## config.mk

```make
export PLATFORM = sky130hd
export DESIGN_NAME = uart_tx_arbiter
export DESIGN_NICKNAME = d
export VERILOG_FILES = /design/src/rtl/uart_arb_pkg.sv /design/src/rtl/rr_pick.sv /design/src/rtl/uart_tx_arbiter.sv
export SDC_FILE = /design/constraint.sdc
export NUM_CORES = 1
export LEC_CHECK = 0
export CELL_PAD_IN_SITES_DETAIL_PLACEMENT = 0
export CELL_PAD_IN_SITES_GLOBAL_PLACEMENT = 1
export CORE_ASPECT_RATIO = 1.4
export CORE_MARGIN = 5
export CORE_UTILIZATION = 35
export CTS_CLUSTER_DIAMETER = 60
export DETAILED_ROUTE_END_ITERATION = 10
export PLACE_DENSITY = 0.93
export SYNTH_ARGS = -nofsm -noshare
export SYNTH_HDL_FRONTEND = slang
export SYNTH_SLANG_ARGS = --single-unit
```

## constraint.sdc

```tcl
create_clock -name clk -period 4.3 [get_ports clk]
set_input_delay 1.075 -clock clk [delete_from_list [all_inputs] [get_ports clk]]
set_output_delay 1.075 -clock clk [all_outputs]
set_load 0.02 [all_outputs]
```

## src/rtl/uart_arb_pkg.sv

```systemverilog
// Shared definitions for the UART transmit arbiter and its round-robin picker.
// Contents: FSM state encoding, well-known source IDs, index-width helper.
package uart_arb_pkg;

  typedef enum logic [2:0] {
    ST_IDLE      = 3'd0,
    ST_WAIT_BYTE = 3'd1,
    ST_START     = 3'd2,
    ST_WAIT_ACK  = 3'd3,
    ST_WAIT_DONE = 3'd4
  } arb_state_e;

  localparam int unsigned SRC_TRAVERSE = 0;
  localparam int unsigned SRC_CALC     = 1;
  localparam int unsigned SRC_MSG      = 2;

  // Bits needed to hold an index in 0..n-1, never less than one.
  function automatic int unsigned idx_width(input int unsigned n);
    return (n <= 32'd2) ? 32'd1 : 32'($clog2(n));
  endfunction

endpackage

```

## src/rtl/rr_pick.sv

```systemverilog
// Combinational round-robin picker: first set request at or above ptr_i,
// wrapping modulo N.
// Ports: req_i  request vector
//        ptr_i  round-robin start index
//        gnt_c_o one-hot pick (zero when no request)
//        idx_c_o binary index of the pick
//        found_c_o any request set
module rr_pick
  import uart_arb_pkg::*;
#(
  parameter int unsigned N  = 3,
  parameter int unsigned IW = idx_width(N)
) (
  input  logic [N-1:0]  req_i,
  input  logic [IW-1:0] ptr_i,
  output logic [N-1:0]  gnt_c_o,
  output logic [IW-1:0] idx_c_o,
  output logic          found_c_o
);

  logic [IW-1:0] cand;

  // Scan N candidates starting at the pointer; the first hit wins.
  always_comb begin
    gnt_c_o   = '0;
    idx_c_o   = '0;
    found_c_o = 1'b0;
    cand      = '0;
    for (int unsigned k = 0; k < N; k++) begin
      cand = IW'((32'(ptr_i) + k) % N);
      if (!found_c_o && req_i[cand]) begin
        found_c_o     = 1'b1;
        gnt_c_o[cand] = 1'b1;
        idx_c_o       = cand;
      end
    end
  end

endmodule

```

## src/rtl/uart_tx_arbiter.sv

```systemverilog
// Shares one uart_tx serializer between NUM_REQ byte-stream producers.
// Round-robin grant with packet lock: the owner keeps the UART until its
// last byte has been transmitted or it drops req at a byte boundary.
// Ports: clk, rst_n (async active-low)
//        req/valid/last/data  per-source packet request, byte valid, last flag, byte
//        ready   one-cycle accept pulse to the owner
//        grant   one-hot owner, zero when free; arb_busy = |grant
//        uart_tx_start/uart_tx_data/uart_tx_busy  handshake with uart_tx
//        wdog_flag  one-cycle pulse on forced release
// Build option: define ARB_WATCHDOG_EN to build the idle-byte watchdog
// (WDOG_CYCLES); otherwise wdog_flag is tied low and the owner may wait forever.
module uart_tx_arbiter
  import uart_arb_pkg::*;
#(
  parameter int unsigned NUM_REQ     = 3,
  parameter int unsigned DATA_WIDTH  = 8,
  parameter int unsigned WDOG_CYCLES = 1000000
) (
  input  logic                          clk,
  input  logic                          rst_n,
  input  logic [NUM_REQ-1:0]            req,
  input  logic [NUM_REQ-1:0]            valid,
  input  logic [NUM_REQ-1:0]            last,
  input  logic [NUM_REQ*DATA_WIDTH-1:0] data,
  output logic [NUM_REQ-1:0]            ready,
  output logic [NUM_REQ-1:0]            grant,
  output logic                          uart_tx_start,
  output logic [DATA_WIDTH-1:0]         uart_tx_data,
  input  logic                          uart_tx_busy,
  output logic                          arb_busy,
  output logic                          wdog_flag
);

  localparam int unsigned   IW       = idx_width(NUM_REQ);
  localparam logic [IW-1:0] LAST_IDX = IW'(NUM_REQ - 1);

  arb_state_e              state_q, state_d;
  logic [NUM_REQ-1:0]      grant_q, grant_d;
  logic [NUM_REQ-1:0]      ready_q, ready_d;
  logic [IW-1:0]           owner_q, owner_d;
  logic [IW-1:0]           rr_ptr_q, rr_ptr_d;
  logic [DATA_WIDTH-1:0]   data_q, data_d;
  logic                    last_q, last_d;
  logic                    start_q, start_d;
  logic                    arb_busy_q;
  logic                    release_c;
  logic                    timeout_c;

  logic [NUM_REQ-1:0]      pick_gnt;
  logic [IW-1:0]           pick_idx;
  logic                    pick_found;

  rr_pick #(.N(NUM_REQ), .IW(IW)) u_pick (
    .req_i     (req),
    .ptr_i     (rr_ptr_q),
    .gnt_c_o   (pick_gnt),
    .idx_c_o   (pick_idx),
    .found_c_o (pick_found)
  );

`ifdef ARB_WATCHDOG_EN
  localparam int unsigned CW = idx_width(WDOG_CYCLES);

  logic [CW-1:0] wdog_cnt_q, wdog_cnt_d;
  logic          wdog_q, wdog_d;

  assign timeout_c = (wdog_cnt_q == CW'(WDOG_CYCLES - 1));
  // Forced release only when the owner still requests but never offers a byte.
  assign wdog_d    = (state_q == ST_WAIT_BYTE) && req[owner_q] && !valid[owner_q] && timeout_c;
  // Counts consecutive WAIT_BYTE cycles; any exit clears it.
  assign wdog_cnt_d = (state_q == ST_WAIT_BYTE && state_d == ST_WAIT_BYTE) ?
                      wdog_cnt_q + CW'(1) : '0;

  always_ff @(posedge clk or negedge rst_n) begin
    if (!rst_n) begin
      wdog_cnt_q <= '0;
      wdog_q     <= 1'b0;
    end else begin
      wdog_cnt_q <= wdog_cnt_d;
      wdog_q     <= wdog_d;
    end
  end

  assign wdog_flag = wdog_q;
`else
  assign timeout_c = 1'b0;
  assign wdog_flag = 1'b0;
`endif

  // Next-state and registered-output logic.
  always_comb begin
    state_d   = state_q;
    grant_d   = grant_q;
    owner_d   = owner_q;
    rr_ptr_d  = rr_ptr_q;
    data_d    = data_q;
    last_d    = last_q;
    ready_d   = '0;
    start_d   = 1'b0;
    release_c = 1'b0;

    unique case (state_q)
      ST_IDLE: begin
        if (pick_found && !uart_tx_busy) begin
          grant_d = pick_gnt;
          owner_d = pick_idx;
          state_d = ST_WAIT_BYTE;
        end
      end
      ST_WAIT_BYTE: begin
        if (!req[owner_q]) begin
          release_c = 1'b1;
        end else if (valid[owner_q]) begin
          ready_d[owner_q] = 1'b1;
          data_d           = data[32'(owner_q) * DATA_WIDTH +: DATA_WIDTH];
          last_d           = last[owner_q];
          state_d          = ST_START;
        end else if (timeout_c) begin
          release_c = 1'b1;
        end
      end
      ST_START: begin
        start_d = 1'b1;
        state_d = ST_WAIT_ACK;
      end
      ST_WAIT_ACK: begin
        if (uart_tx_busy) state_d = ST_WAIT_DONE;
      end
      ST_WAIT_DONE: begin
        if (!uart_tx_busy) begin
          if (last_q) release_c = 1'b1;
          else        state_d   = ST_WAIT_BYTE;
        end
      end
      default: state_d = ST_IDLE;
    endcase

    // Release hands the pointer to the source after the owner.
    if (release_c) begin
      grant_d  = '0;
      rr_ptr_d = (owner_q == LAST_IDX) ? '0 : owner_q + IW'(1);
      state_d  = ST_IDLE;
    end
  end

  always_ff @(posedge clk or negedge rst_n) begin
    if (!rst_n) begin
      state_q    <= ST_IDLE;
      grant_q    <= '0;
      ready_q    <= '0;
      owner_q    <= '0;
      rr_ptr_q   <= '0;
      data_q     <= '0;
      last_q     <= 1'b0;
      start_q    <= 1'b0;
      arb_busy_q <= 1'b0;
    end else begin
      state_q    <= state_d;
      grant_q    <= grant_d;
      ready_q    <= ready_d;
      owner_q    <= owner_d;
      rr_ptr_q   <= rr_ptr_d;
      data_q     <= data_d;
      last_q     <= last_d;
      start_q    <= start_d;
      arb_busy_q <= |grant_d;
    end
  end

  assign grant         = grant_q;
  assign ready         = ready_q;
  assign uart_tx_start = start_q;
  assign uart_tx_data  = data_q;
  assign arb_busy      = arb_busy_q;

endmodule

```

# Word level (Yosys, flattened, before mapping)
# Index checks and enable logic that the tools add are counted.
[word_totals]
word_cells = 101
regBits = 24
[op_classes]
div_mod_pow = 3
bitwise_logic = 2
n_eq_ne = 11
add_sub_neg = 3
muxes = 49
order_cmp = 8
n_reduce_logical = 15
shifts = 1
[ops]
columns = ["cell", "n"]
rows = [
  ["$mod A32 B2 Y32 const B", 2],
  ["$mux W3", 16],
  ["$mod A2 B2 Y32 const B", 1],
  ["$shiftx A24 B6 Y8", 1],
  ["$ne A3 B3 Y1 const B", 6],
  ["$mux W1", 17],
  ["$pmux W3 S5", 1],
  ["$bmux W1 S2", 6],
  ["$lt A2 B3 Y1 const B", 4],
  ["$demux W1 S2", 4],
  ["$ge A2 B1 Y1 const B", 4],
  ["$mux W2", 4],
  ["$logic_and A1 B1 Y1", 7],
  ["$eq A3 B2 Y1 const B", 2],
  ["$or A3 B3 Y3", 2],
  ["$reduce_and A6 Y1", 1],
  ["$add A2 B1 Y3 const B", 1],
  ["$add A2 B2 Y3 const B", 1],
  ["$eq A3 B1 Y1 const B", 1],
  ["$eq A3 B3 Y1 const B", 1],
  ["$logic_not A1 Y1", 3],
  ["$logic_not A3 Y1", 1],
  ["$reduce_and A3 Y1", 1],
  ["$reduce_or A3 Y1", 1],
  ["4 further kinds", 4],
]

# Logic depth before layout (Yosys ltp)
[logic_depth]
depth_word = 15
mapped_depth = 8
ltp_nobuf = 8

# By module
# A second synthesis with hierarchy kept.
[hier_totals]
hier_cells = 169
hier_area_um2 = 1655.3
[by_module_without_submodules]
columns = ["mod", "area_per_inst_um2", "cells_each", "seq_area_each_um2", "instances"]
rows = [
  ["uart_tx_arbiter", 1307.5, 116, 600.6, 1],
  ["rr_pick", 347.8, 53, 0.0, 1],
]

# Least setup slack after synthesis
# No wires, ideal clock.
[synth_timing]
kind = "input to register"
start = "input port req[2]"
end = "register arb_busy_q, in the netlist arb_busy"
t_required_ns = 4.214
setup_slack_ns = 1.934
arrival_time_ns = 2.280
path_stages = 7
cell_sequence = "buf_6 -> a22o_1 -> a211o_1 -> a21oi_4 -> nor2_4 -> or2_4 -> o221ai_2"
[synth_between]
elab_chain_len = 14
[synth_rtl]
columns = ["item", "line", "rtl"]
rows = [
  ["start: declaration", "uart_tx_arbiter.sv:21", "input logic [NUM_REQ-1:0] req,"],
  ["$bmux W1 S2", "rr_pick.sv:31", "if (!found_c_o && req_i[cand]) begin"],
  ["$mux W1 (not written as such)", "rr_pick.sv:31", ""],
  ["$mux W1", "rr_pick.sv:31", ""],
  ["$logic_not A1 Y1", "rr_pick.sv:31", ""],
  ["$logic_and A1 B1 Y1", "rr_pick.sv:31", ""],
  ["$mux W1", "rr_pick.sv:31", ""],
  ["$logic_not A1 Y1", "rr_pick.sv:31", ""],
  ["$logic_and A1 B1 Y1", "rr_pick.sv:31", ""],
  ["$mux W1", "rr_pick.sv:31", ""],
  ["$logic_and A1 B1 Y1", "uart_tx_arbiter.sv:104", "if (pick_found && !uart_tx_busy) begin"],
  ["$mux W3", "uart_tx_arbiter.sv:104", ""],
  ["$mux W3", "uart_tx_arbiter.sv:102", "unique case (state_q)"],
  ["$mux W3 *", "uart_tx_arbiter.sv:139", "if (release_c) begin"],
  ["$reduce_or A3 Y1 *", "uart_tx_arbiter.sv:166", "arb_busy_q <= |grant_d;"],
  ["end signal: assignment", "uart_tx_arbiter.sv:166", ""],
  ["end: declaration", "uart_tx_arbiter.sv:45", "logic arb_busy_q;"],
]
# Mark *: on every way between the ends. The rest lies on a longest branch, timed or not. The select of a mux whose other input is x is not followed.
# A chain may end at the register's enable or synchronous reset.

# Worst setup path after layout
# Ends and elaborated chain as after synthesis.

==> results by group <==
Clock tree
  • Clock latency on the worst-skew pair: 0.26 ns
  • CTS tree: done
  • Number of gates resized after CTS: 0
  • Clk slew on worst S/H paths: 0.08 ns
  • Clock Root Buffer: clkbuf_8
  • H-Tree Depth: 1
  • TritonCTS buffer count: 3
  • CTS Hold Buffers Added: 0
  • Clock sink count: 24
  • Post-CTS Setup Inserts: 0
  • Max clock buf depth: 2

Logic synthesis
  • Distinct cells, synth: 39
  • Post-synthesis adder-cell area fraction: 0.0329
  • Async set-reset flop share out of synthesis: 1.00
  • Mean area per synthesized cell: 8.96 um^2
  • Multiplexer share of the synthesized area: 0.112
  • Synth Net Count: 210
  • Syn. warnings: 0
  • Register bit total from synthesis: 24
  • Largest family of logic cells by synthesized area: simple AND/OR/NAND/NOR gates
  • Area share of xor/xnor cells in the synthesized design: 0
  • Post-Synth Simple-Gate Area: 0.210
  • Ys flop type: dfrtp_1
  • Instance count of the mapped netlist: 170
  • Post-synthesis compound-gate area fraction: 0.196
  • Number of synthesized flops with an enable pin: 0
  • Post-synthesis sequential area ratio: 0.394
  • Post-Syn Area: 1520 um^2

Final layout
  • Commonest non-fill, non-tap cell in the layout: clkdlybuf4s50_1
  • Fillers: 411
  • Nets: 257
  • Post-Route Utilization: 0.491
  • ANT cells: 0
  • Layout cells sized above 1: 0.0512
  • Area Overhead vs Synth: 36.8%
  • Most frequent cells in the layout: clkdlybuf4s50_1, dfrtp_1, nor2_1, nand2_1, mux2i_1

Critical path
  • Crit path launch type: input port
  • CP Class: input port to flop
  • Worst path max stage delay: 0.62 ns
  • Worst-path fanout max: 8
  • CP cell instances: clkdlybuf4s50_1 > mux2i_1 > o21ai_1 > o21ai_0 > nor4_1 > o221ai_2
  • Crit path DAT: 2.83 ns
  • CP Capture Type: flop
  • CP Data Required Time: 4.43 ns
  • CP max stage cell: clkdlybuf4s50_1

Floorplan
  • Die width: 65.7 um
  • Die Y: 88.0 um
  • Num rows: 28
  • DIE AREA: 5790 um^2
  • Area of the core: 4240 um^2
  • Initial Utilization: 0.359
  • IO Count: 53

Route
  • Initial drt markers: 65
  • Remaining DRCs: 0
  • Met1 WL: 1.51 mm
  • Met2 Routed Length: 1.82 mm
  • DR WL/cell: 13.5 um
  • Via count: 1387
  • DR pass1 iterations: 4
  • Top sig layer: met4
  • Post-DR vias/cell: 5.04
  • Post-route ant nets: 0
  • Routed WL: 3.71 mm
  • Routed wl met3: 322 um

Global route
  • First-pass GRT wire length: 6.22 mm
  • Gr ovfl total: 0
  • Largest net degree at the start of global routing: 25
  • Initial antenna violation count: 0
  • GRT Util Overall: 0.134
  • Vias in the first global route: 1406

Timing
  • Final Critical Period: 2.70 ns
  • F_max: 370 MHz
  • Worst Skew: 0.00352 ns
  • RSZ-0062 raised after global routing: false
  • Worst-margin pin slew: 1.03 ns
  • Fin. Hold Viols: 0
  • Max-slew violations: 0
  • Setup TNS: 0 ns
  • Hold WS: 0.489 ns
  • Final setup violation count: 0
  • Crit share post-route: 0.629
  • Worst slew margin relative to its limit: 0.309

Place
  • GPL Wtd Cong: 0.884
  • Port bufs: 51
  • HPWL Detailed: 2.90 mm

Power and ir drop
  • Leak pwr: 0.863 nW
  • Worst VDD drop: 0.320 mV
  • Pwr Total: 1.28 mW
  • PwrDens: 617 nW/um^2

Outcome
  • Status: completed

Job
  • Max Cap Viol: 0

Worst hold path
  • HP Class: flop to flop
==> cells by family (layout without fill, tap and decap cells) <==
logic type,Yosys count,in the layout
adders and majority gates,4,4
DFF,24,24
and+or+nand+nor,63,63
AOI/OAI and AO/OA,48,48
buffers and inverters,13,58
other,1,1
muxes,17,17
==> cell usage after synthesis (2+ instances only) <==
library cell  count  area share
buf_4             4       0.020
nand2b_1          5       0.021
ha_1              4       0.033
a21oi_1          15       0.049
o211ai_1          3       0.015
mux2i_1          17        0.11
buf_2             2      0.0066
a31oi_1           2      0.0082
nor3_1            2      0.0066
inv_1             4      0.0099
o21bai_1          2      0.0099
o21ai_0           4       0.013
nand2_1          20       0.049
a211o_1           2       0.012
buf_6             2       0.015
and2_1            2      0.0082
nand3b_1          3       0.015
nor2_1           20       0.049
dfrtp_1          24        0.39
o21ai_1          14       0.046
==> metal layers <==
layer / track usage / up-vias
li1: - / 684
met1: 0.150 / 652
met2: 0.247 / 45
met3: 0.0334 / 6
met4: 0.0358 / 0
met5: 0 / -
==> registers in the layout (all words and copies together), names as in the netlist <==
register,flops
rr_ptr_q,2
last_q,1
arb_busy,1
uart_tx_start,1
state_q,3
uart_tx_data,8
owner_q,2
ready,3
grant,3
==> worst max-delay path: cells and delay by family <==
kind,cells,cell delay [ns]
mux,1,0.15
compound gates,3,0.68
simple gates,1,0.31
buf+inv,1,0.62
==> stage by stage <==
| step | area, um^2 | instances | worst slack [ns] |
|---|---|---|---|
| floorplan | 1520 | 170 | 1.93 |
| global placement | 2040 | 272 | 1.40 |
| detailed placement | 2040 | 272 | 1.33 |
| CTS | 2080 | 275 | 1.62 |
| global route | 2080 | 275 | 1.46 |
| finish | 2080 | 275 | 1.60 |
==> final cells by class <==
cell class / instances / area [um^2] / share of cell area
Tap cell: 60 / 75.1 / 0.0360
Timing Repair Buffer: 51 / 510 / 0.245
Clock buffer: 3 / 41.3 / 0.0198
Sequential cell: 24 / 601 / 0.288
Inverter: 4 / 15.0 / 0.00721
Multi-Input combinational cell: 133 / 841 / 0.404
==> worst paths after layout <==
kind                       slack, ns  depth (start not counted)             from               to
setup reg to reg                1.97                          6       owner_q[0]         arb_busy
min in group asynchronous       1.38                          1            rst_n         ready[0]
hold / removal                  0.49                          2  uart_tx_data[3]  uart_tx_data[3]
hold reg to reg                 0.49                          2  uart_tx_data[3]  uart_tx_data[3]
setup / recovery                1.60                          6           req[2]         arb_busy
max in group asynchronous       2.30                          1            rst_n       owner_q[0]
==> report_power, final <==
| part | total [mW] | leakage (nW) | internal, mW | switching [mW] |
|---|---|---|---|---|
| clock | 0.128 | 0.0216 | 0.0625 | 0.0651 |
| combinational | 0.735 | 0.530 | 0.352 | 0.383 |
| sequential | 0.422 | 0.311 | 0.308 | 0.114 |
| total | 1.28 | 0.863 | 0.723 | 0.562 |
Power figures use the tool's default switching activity.
